--- config.mk ---
export PLATFORM = sky130hd
export DESIGN_NAME = adain_seq_ctrl
export DESIGN_NICKNAME = d
export VERILOG_FILES = /design/src/rtl/adain_seq_ctrl.sv
export SDC_FILE = /design/constraint.sdc
export NUM_CORES = 1
export LEC_CHECK = 0
export CAP_MARGIN = 40
export CORE_ASPECT_RATIO = 1.1
export CORE_MARGIN = 2
export CORE_UTILIZATION = 45
export CTS_CLUSTER_SIZE = 40
export DETAILED_ROUTE_END_ITERATION = 6
export GPL_ROUTABILITY_DRIVEN = 0
export PLACE_DENSITY = 0.78
export SLEW_MARGIN = 15
export SYNTH_ARGS = -nofsm -noshare
export SYNTH_HDL_FRONTEND = slang
export SYNTH_SLANG_ARGS = --single-unit
export TNS_END_PERCENT = 50
--- constraint.sdc ---
create_clock -name i_clk -period 2.9 [get_ports i_clk]
set_input_delay 0.58 -clock i_clk [delete_from_list [all_inputs] [get_ports i_clk]]
set_output_delay 0.58 -clock i_clk [all_outputs]
set_load 0.1 [all_outputs]
--- src/rtl/adain_seq_ctrl.sv ---
// rtl/adain_seq_ctrl.sv - per-channel scan/normalize sequencer for the top_adain core
// Optional feature macro: ADAIN_SEQ_TIMEOUT_EN (watchdog in WAIT_STAT/DRAIN, limit TIMEOUT_CYC)
// Ports:
//   i_clk, i_rst_n                  clock, asynchronous active-low reset
//   i_cfg_start, i_cfg_n, i_cfg_c   frame start pulse with spatial size N and channel count C
//   o_busy, o_frame_done, o_err     frame status (err is sticky until next accepted start)
//   o_fm_rd_*, i_fm_rd_data         feature-map buffer read port (1-cycle read latency)
//   o_sty_rd_*, i_sty_ys/yb         style RAM read port (1-cycle read latency)
//   o_adain_*, i_adain_out/done     core control, pixel, coefficients and status
//   o_out_valid/data/ch/idx         tagged normalized output stream
module adain_seq_ctrl #(
    parameter int WIDTH_IN    = 48,
    parameter int WIDTH_OUT   = 16,
    parameter int N_MAX       = 128,
    parameter int C_MAX       = 512,
    parameter int GAP         = 2,
    parameter int PIPE_LAT    = 5,
    parameter int TIMEOUT_CYC = 65535
) (
    input  logic                                      i_clk,
    input  logic                                      i_rst_n,
    input  logic                                      i_cfg_start,
    input  logic [$clog2(N_MAX+1)-1:0]                i_cfg_n,
    input  logic [$clog2(C_MAX+1)-1:0]                i_cfg_c,
    output logic                                      o_busy,
    output logic                                      o_frame_done,
    output logic                                      o_err,
    output logic                                      o_fm_rd_en,
    output logic [$clog2(C_MAX*N_MAX*N_MAX)-1:0]      o_fm_rd_addr,
    input  logic [WIDTH_IN-1:0]                       i_fm_rd_data,
    output logic                                      o_sty_rd_en,
    output logic [$clog2(C_MAX)-1:0]                  o_sty_rd_addr,
    input  logic [WIDTH_IN-1:0]                       i_sty_ys,
    input  logic [WIDTH_IN-1:0]                       i_sty_yb,
    output logic                                      o_adain_en,
    output logic [1:0]                                o_adain_start,
    output logic [$clog2(N_MAX+1)-1:0]                o_adain_n,
    output logic [WIDTH_IN-1:0]                       o_adain_in,
    output logic [WIDTH_IN-1:0]                       o_adain_ys,
    output logic [WIDTH_IN-1:0]                       o_adain_yb,
    input  logic [WIDTH_OUT-1:0]                      i_adain_out,
    input  logic [1:0]                                i_adain_done,
    output logic                                      o_out_valid,
    output logic [WIDTH_OUT-1:0]                      o_out_data,
    output logic [$clog2(C_MAX)-1:0]                  o_out_ch,
    output logic [$clog2(N_MAX*N_MAX)-1:0]            o_out_idx
);
    localparam int NW  = $clog2(N_MAX + 1);
    localparam int CW  = $clog2(C_MAX + 1);
    localparam int AW  = $clog2(C_MAX * N_MAX * N_MAX);
    localparam int CHW = $clog2(C_MAX);
    localparam int IW  = $clog2(N_MAX * N_MAX);
    localparam int NNW = $clog2(N_MAX * N_MAX + 1);
    localparam int SW  = $clog2(GAP + 2);

    typedef enum logic [2:0] {
        S_IDLE, S_LOAD_STY, S_LATCH_STY, S_SCAN, S_WAIT_STAT, S_NORM, S_DRAIN, S_NEXT_CH
    } state_t;

    state_t               r_state, w_next;
    logic [NW-1:0]        r_n;
    logic [CW-1:0]        r_c;
    logic [NNW-1:0]       r_nn;
    logic [CHW-1:0]       r_ch;
    logic [AW-1:0]        r_base;
    logic [IW-1:0]        r_idx;
    logic [SW-1:0]        r_slot;
    logic [WIDTH_IN-1:0]  r_adain_in, r_ys, r_yb;
    logic                 r_frame_done, r_err;
    logic [PIPE_LAT-1:0]  r_tag_v;
    logic [IW-1:0]        r_tag_idx [PIPE_LAT];
    logic                 r_out_valid;
    logic [WIDTH_OUT-1:0] r_out_data;
    logic [CHW-1:0]       r_out_ch;
    logic [IW-1:0]        r_out_idx;

    logic       w_fm_rd_en, w_sty_rd_en, w_hold_en, w_timeout;
    logic [1:0] w_start;

    wire w_cfg_bad   = (i_cfg_n > NW'(N_MAX)) || (i_cfg_c > CW'(C_MAX));
    wire w_cfg_zero  = (i_cfg_n == '0) || (i_cfg_c == '0);
    wire w_in_pass   = (r_state == S_SCAN) || (r_state == S_NORM);
    wire w_slot_last = (r_slot == SW'(GAP + 1));
    wire w_idx_last  = (NNW'(r_idx) == (r_nn - NNW'(1)));
    wire w_pass_end  = w_in_pass && w_slot_last && w_idx_last;
    // Slot cycle 1 is the core enable cycle; read data arrives that same cycle.
    wire w_pulse     = w_in_pass && (r_slot == SW'(1));
    wire w_ch_last   = (CW'(r_ch) == (r_c - CW'(1)));
    wire w_tags_empty = (r_tag_v == '0);

    always_comb begin
        w_next      = r_state;
        w_fm_rd_en  = 1'b0;
        w_sty_rd_en = 1'b0;
        w_start     = 2'b00;
        w_hold_en   = 1'b0;
        case (r_state)
            S_IDLE:      if (i_cfg_start && !w_cfg_bad && !w_cfg_zero) w_next = S_LOAD_STY;
            S_LOAD_STY: begin
                w_sty_rd_en = 1'b1;
                w_next      = S_LATCH_STY;
            end
            S_LATCH_STY: w_next = S_SCAN;
            S_SCAN: begin
                w_start    = 2'b01;
                w_fm_rd_en = (r_slot == '0);
                if (w_pass_end) w_next = S_WAIT_STAT;
            end
            S_WAIT_STAT: begin
                w_hold_en = 1'b1;
                if (i_adain_done == 2'b01) w_next = S_NORM;
            end
            S_NORM: begin
                w_start    = 2'b10;
                w_fm_rd_en = (r_slot == '0);
                if (w_pass_end) w_next = S_DRAIN;
            end
            S_DRAIN: begin
                w_hold_en = 1'b1;
                if (i_adain_done == 2'b11 && w_tags_empty) w_next = S_NEXT_CH;
            end
            S_NEXT_CH:   w_next = w_ch_last ? S_IDLE : S_LOAD_STY;
            default:     w_next = S_IDLE;
        endcase
        if (w_timeout) begin
            w_next    = S_IDLE;
            w_hold_en = 1'b0;
        end
    end

    always_ff @(posedge i_clk or negedge i_rst_n) begin
        if (!i_rst_n) begin
            r_state      <= S_IDLE;
            r_n          <= '0;
            r_c          <= '0;
            r_nn         <= '0;
            r_ch         <= '0;
            r_base       <= '0;
            r_idx        <= '0;
            r_slot       <= '0;
            r_adain_in   <= '0;
            r_ys         <= '0;
            r_yb         <= '0;
            r_frame_done <= 1'b0;
            r_err        <= 1'b0;
        end else begin
            r_state      <= w_next;
            r_frame_done <= 1'b0;
            if (w_pulse) r_adain_in <= i_fm_rd_data;
            case (r_state)
                S_IDLE: begin
                    if (i_cfg_start) begin
                        if (w_cfg_bad) begin
                            r_err <= 1'b1;
                        end else begin
                            r_err <= 1'b0;
                            if (w_cfg_zero) begin
                                r_frame_done <= 1'b1;
                            end else begin
                                r_n    <= i_cfg_n;
                                r_c    <= i_cfg_c;
                                r_nn   <= NNW'(i_cfg_n) * NNW'(i_cfg_n);
                                r_ch   <= '0;
                                r_base <= '0;
                                r_idx  <= '0;
                                r_slot <= '0;
                            end
                        end
                    end
                end
                S_LATCH_STY: begin
                    r_ys <= i_sty_ys;
                    r_yb <= i_sty_yb;
                end
                S_SCAN, S_NORM: begin
                    if (w_slot_last) begin
                        r_slot <= '0;
                        r_idx  <= w_idx_last ? '0 : r_idx + IW'(1);
                    end else begin
                        r_slot <= r_slot + SW'(1);
                    end
                end
                S_NEXT_CH: begin
                    if (w_ch_last) begin
                        r_frame_done <= 1'b1;
                    end else begin
                        r_ch   <= r_ch + CHW'(1);
                        r_base <= r_base + AW'(r_nn);
                    end
                end
                default: ;
            endcase
            if (w_timeout) r_err <= 1'b1;
        end
    end

    // Tag pipeline mirrors the core latency so each output carries its pixel index.
    always_ff @(posedge i_clk or negedge i_rst_n) begin
        if (!i_rst_n) begin
            r_tag_v     <= '0;
            for (int i = 0; i < PIPE_LAT; i++) r_tag_idx[i] <= '0;
            r_out_valid <= 1'b0;
            r_out_data  <= '0;
            r_out_ch    <= '0;
            r_out_idx   <= '0;
        end else begin
            r_tag_v[0]   <= w_pulse && (r_state == S_NORM);
            r_tag_idx[0] <= r_idx;
            for (int i = 1; i < PIPE_LAT; i++) begin
                r_tag_v[i]   <= r_tag_v[i-1];
                r_tag_idx[i] <= r_tag_idx[i-1];
            end
            r_out_valid <= r_tag_v[PIPE_LAT-1];
            if (r_tag_v[PIPE_LAT-1]) begin
                r_out_data <= i_adain_out;
                r_out_idx  <= r_tag_idx[PIPE_LAT-1];
                r_out_ch   <= r_ch;
            end
        end
    end

`ifdef ADAIN_SEQ_TIMEOUT_EN
    localparam int WDW = $clog2(TIMEOUT_CYC + 1);
    logic [WDW-1:0] r_wd;
    wire w_wd_state = (r_state == S_WAIT_STAT) || (r_state == S_DRAIN);

    always_ff @(posedge i_clk or negedge i_rst_n) begin
        if (!i_rst_n)                              r_wd <= '0;
        else if (w_wd_state && (w_next == r_state)) r_wd <= r_wd + WDW'(1);
        else                                       r_wd <= '0;
    end

    assign w_timeout = w_wd_state && (r_wd == WDW'(TIMEOUT_CYC - 1));
`else
    assign w_timeout = 1'b0;
`endif

    assign o_busy        = (r_state != S_IDLE);
    assign o_frame_done  = r_frame_done;
    assign o_err         = r_err;
    assign o_fm_rd_en    = w_fm_rd_en;
    assign o_fm_rd_addr  = r_base + AW'(r_idx);
    assign o_sty_rd_en   = w_sty_rd_en;
    assign o_sty_rd_addr = r_ch;
    assign o_adain_en    = w_pulse | w_hold_en;
    assign o_adain_start = w_start;
    assign o_adain_n     = r_n;
    assign o_adain_in    = w_pulse ? i_fm_rd_data : r_adain_in;
    assign o_adain_ys    = r_ys;
    assign o_adain_yb    = r_yb;
    assign o_out_valid   = r_out_valid;
    assign o_out_data    = r_out_data;
    assign o_out_ch      = r_out_ch;
    assign o_out_idx     = r_out_idx;
endmodule
==> results by group <==
Outcome
  • Status: complete, but fails checks
  • Failing checks: setup timing

Synth
  • Area share of the largest cell type after synthesis: 0.517
  • Synthesized instance count: 1399
  • Synth async-reset ratio: 1.00
  • Post-synth EDFFs: 0
  • Cell variety after synth: 72
  • Post-synth top area cell: dfrtp_1
  • Sequential share of the synthesized area: 0.517
  • Post-synthesis register bit count: 343
  • Syn Area/Cell: 11.9 um^2
  • Syn nets: 1677
  • Synth warn: 0
  • Synth area leaders: dfrtp_1 52%, mux2_2 12%, ha_1 5.2%
  • Main synth FF type: dfrtp_1
  • Cell area after synthesis: 16600 um^2

Placement
  • Dpl cells: 2412
  • Post-DP HPWL: 42.6 mm
  • Post-place setup slack: -2.08 ns
  • Buffers on Ports: 414
  • DP Area: 23500 um^2

GRT
  • Total track usage: 0.291
  • Total congestion overflow: 0
  • Via count of the first global-routing pass: 14.1k
  • Antenna violations before repair: 14
  • First-pass GRT wire length: 85.1 mm
  • Largest net degree at the start of global routing: 85

Detailed routing
  • M1 WL: 20.3 mm
  • Post-route ant nets: 0
  • Met2 routed WL: 29.2 mm
  • Number of remaining DRC errors: 0
  • Overall routed net length: 58.2 mm
  • Met3 WL: 4.98 mm
  • Drt first pass iters: 5
  • Via/cell ratio: 5.43
  • Max layer used: met5
  • Routed wire per std cell: 23.0 um
  • Starting DRC count in detailed routing: 806
  • Vias: 13.8k

Cells and area
  • NumNets Final: 2288
  • Fillers: 2363
  • Final std cells w/o fill: 2535
  • Area delta synth->final: 56.9%
  • Most frequent cells in the layout: 340 x dfrtp_1, 336 x buf_4, 173 x clkdlybuf4s50_1
  • Cell area after layout: 26100 um^2
  • Commonest non-fill, non-tap cell in the layout: dfrtp_1
  • Layout cells sized above 1: 0.422

Floorplan
  • Rows: 73
  • Initial core utilization: 0.458
  • Die ar.: 38400 um^2
  • Area of the core: 36300 um^2
  • Die span in y: 205 um
  • # IOs: 415
  • Chip width: 187 um

Timing
  • Final worst path period need: 3.78 ns
  • Crit share post-route: 1.30
  • Worst Slack Setup Final: -0.882 ns
  • Fmax: 264 MHz
  • Unrepaired setup endpoints after global routing: yes
  • Setup_tns: -23.93 ns
  • Clk_skew: 0.0117 ns
  • Worst slew margin: 0.533
  • Setup-failing EPs final: 77
  • Final Max Slew Viols: 0
  • Final Hold Fails: 0
  • Tightest Pin Transition: 0.701 ns

Clock network
  • # clock sinks: 343
  • Clk_lat worst skew: 0.54 ns
  • Clk Tree Root Cell: clkbuf_16
  • Number of CTS-inserted buffers: 37
  • Worst-case clock buffer depth: 3
  • # H-tree levels: 2
  • Clk slew on worst S/H paths: 0.06 ns
  • CTS tree: yes

Worst setup path
  • Crit path arrival time: 4.20 ns
  • Startpoint Class: primary input
  • CP required: 3.32 ns
  • Critical path endpoint category: register
  • WS Path Type: primary input to register
  • Crit-path max FO: 6

Pwr
  • PwrDens: 1290 nW/um^2
  • Leakage: 12.3 nW
  • Max VDD drop: 1.55 mV
  • Total power draw: 0.0335 W

Min path
  • Hold Path Class: primary input to asynchronous set/reset pin

Flow run
  • Max-cap violation count: 0
## state kept, by name (all words and copies together), names as in the netlist, 10 cells and up
name        count
r_idx          14
r_c            10
o_out_idx      14
r_tag_idx      70
r_nn           13
o_adain_ys     48
o_adain_yb     48
r_base         23
o_out_data     16
r_adain_in     48
## Yosys cell counts (all sizes together), types with 5 or more instances
cell type / count
a21oi: 37
or4: 7
nor2: 54
and2: 25
o21a: 7
nor2b: 12
a21o: 11
clkbuf: 44
nand4: 21
mux2: 185
o21ai: 60
xnor2: 42
nand2b: 6
inv: 71
xor2: 27
a211oi: 15
ha: 69
o22ai: 5
or2: 13
nor3: 24
buf: 15
and3: 13
a22o: 15
or3: 5
o31ai: 8
dfrtp: 343
mux2i: 24
fa: 26
o41ai: 7
nand2: 116
a31oi: 16
nand3: 19
nor3b: 5
nor4: 11
## cell families (layout without fill, tap and decap cells)
| kind of cell | Yosys count | in the layout | share of synthesized area |
|---|---|---|---|
| xor+xnor | 69 | 69 | 0.0364 |
| simple gates | 345 | 345 | 0.108 |
| flops | 343 | 343 | 0.517 |
| mux | 209 | 209 | 0.140 |
| compound gates | 207 | 207 | 0.0837 |
| fa+ha+maj | 96 | 96 | 0.0840 |
| other cells | 0 | 9 | 0 |
| buf+inv | 130 | 770 | 0.0306 |
## layout make-up
class | count | area (um^2) | share of cell area
Multi-Input combinational cell | 926 | 8710 | 0.334
Sequential cell | 343 | 8590 | 0.330
Timing Repair Buffer | 631 | 6520 | 0.250
Clock buffer | 50 | 1040 | 0.0401
Tap cell | 487 | 609 | 0.0234
Clock inverter | 18 | 300 | 0.0115
Inverter | 71 | 267 | 0.0102
Antenna cell | 9 | 22.5 | 0.000864
## what timing repair did
item,in CTS,in global routing
setup endpoints to repair,81,103
hold buffers,0,0
gates cloned,4,2
setup buffers,13,32
resized for setup,126,84
pin swaps,40,39
## power breakdown
group          switching [W]  total, W  internal (W)
Sequential          0.000990   0.00716       0.00617
Clock                0.00203   0.00522       0.00319
Combinational         0.0142    0.0211       0.00695
## metal layers
metal | vias to the layer above | track usage
li1 | 6149 | -
met1 | 6873 | 0.314
met2 | 559 | 0.502
met3 | 184 | 0.102
met4 | 10 | 0.160
met5 | - | 0
## path summary, 6_finish.rpt
kind | to | startpoint | slack, ns | cells past startpoint
setup / recovery | r_nn[14]$_DFFE_PN0P_ | i_cfg_n[7] | -0.88 | 16
hold / removal | r_adain_in[46]$_DFF_PN0_ | i_rst_n | 0.06 | 1
setup reg to reg | r_base[22]$_DFFE_PN0P_ | r_c[1]$_DFFE_PN0P_ | 0.03 | 9
hold reg to reg | r_tag_idx[21]$_DFF_PN0_ | r_tag_idx[35]$_DFF_PN0_ | 0.35 | 0
max in group asynchronous | r_nn[5]$_DFFE_PN0P_ | i_rst_n | 2.03 | 2
min in group i_clk | o_adain_n[4]$_DFFE_PN0P_ | i_cfg_n[4] | 0.34 | 3
## metrics by stage
step | util | hold slack [ns]
finish | 0.719 | 0.0560
detailed placement | 0.649 | 0.335
floorplan | - | 0.284
CTS | 0.702 | 0.0703
global placement | 0.649 | 0.332
global route | 0.718 | 0.0993
## critical path, stage by stage
cell and delay (ns):
buf_4 0.14, and2_4 0.16, fa_1 0.48, fa_1 0.54, inv_2 0.04, fa_1 0.46
fa_1 0.51, inv_2 0.05, ha_4 0.24, nand2_4 0.08, nand2b_4 0.07, a31oi_4 0.21
o21ai_2 0.10, o41ai_2 0.31, xnor2_1 0.15, o21ai_1 0.08
Power figures use the tool's default switching activity.
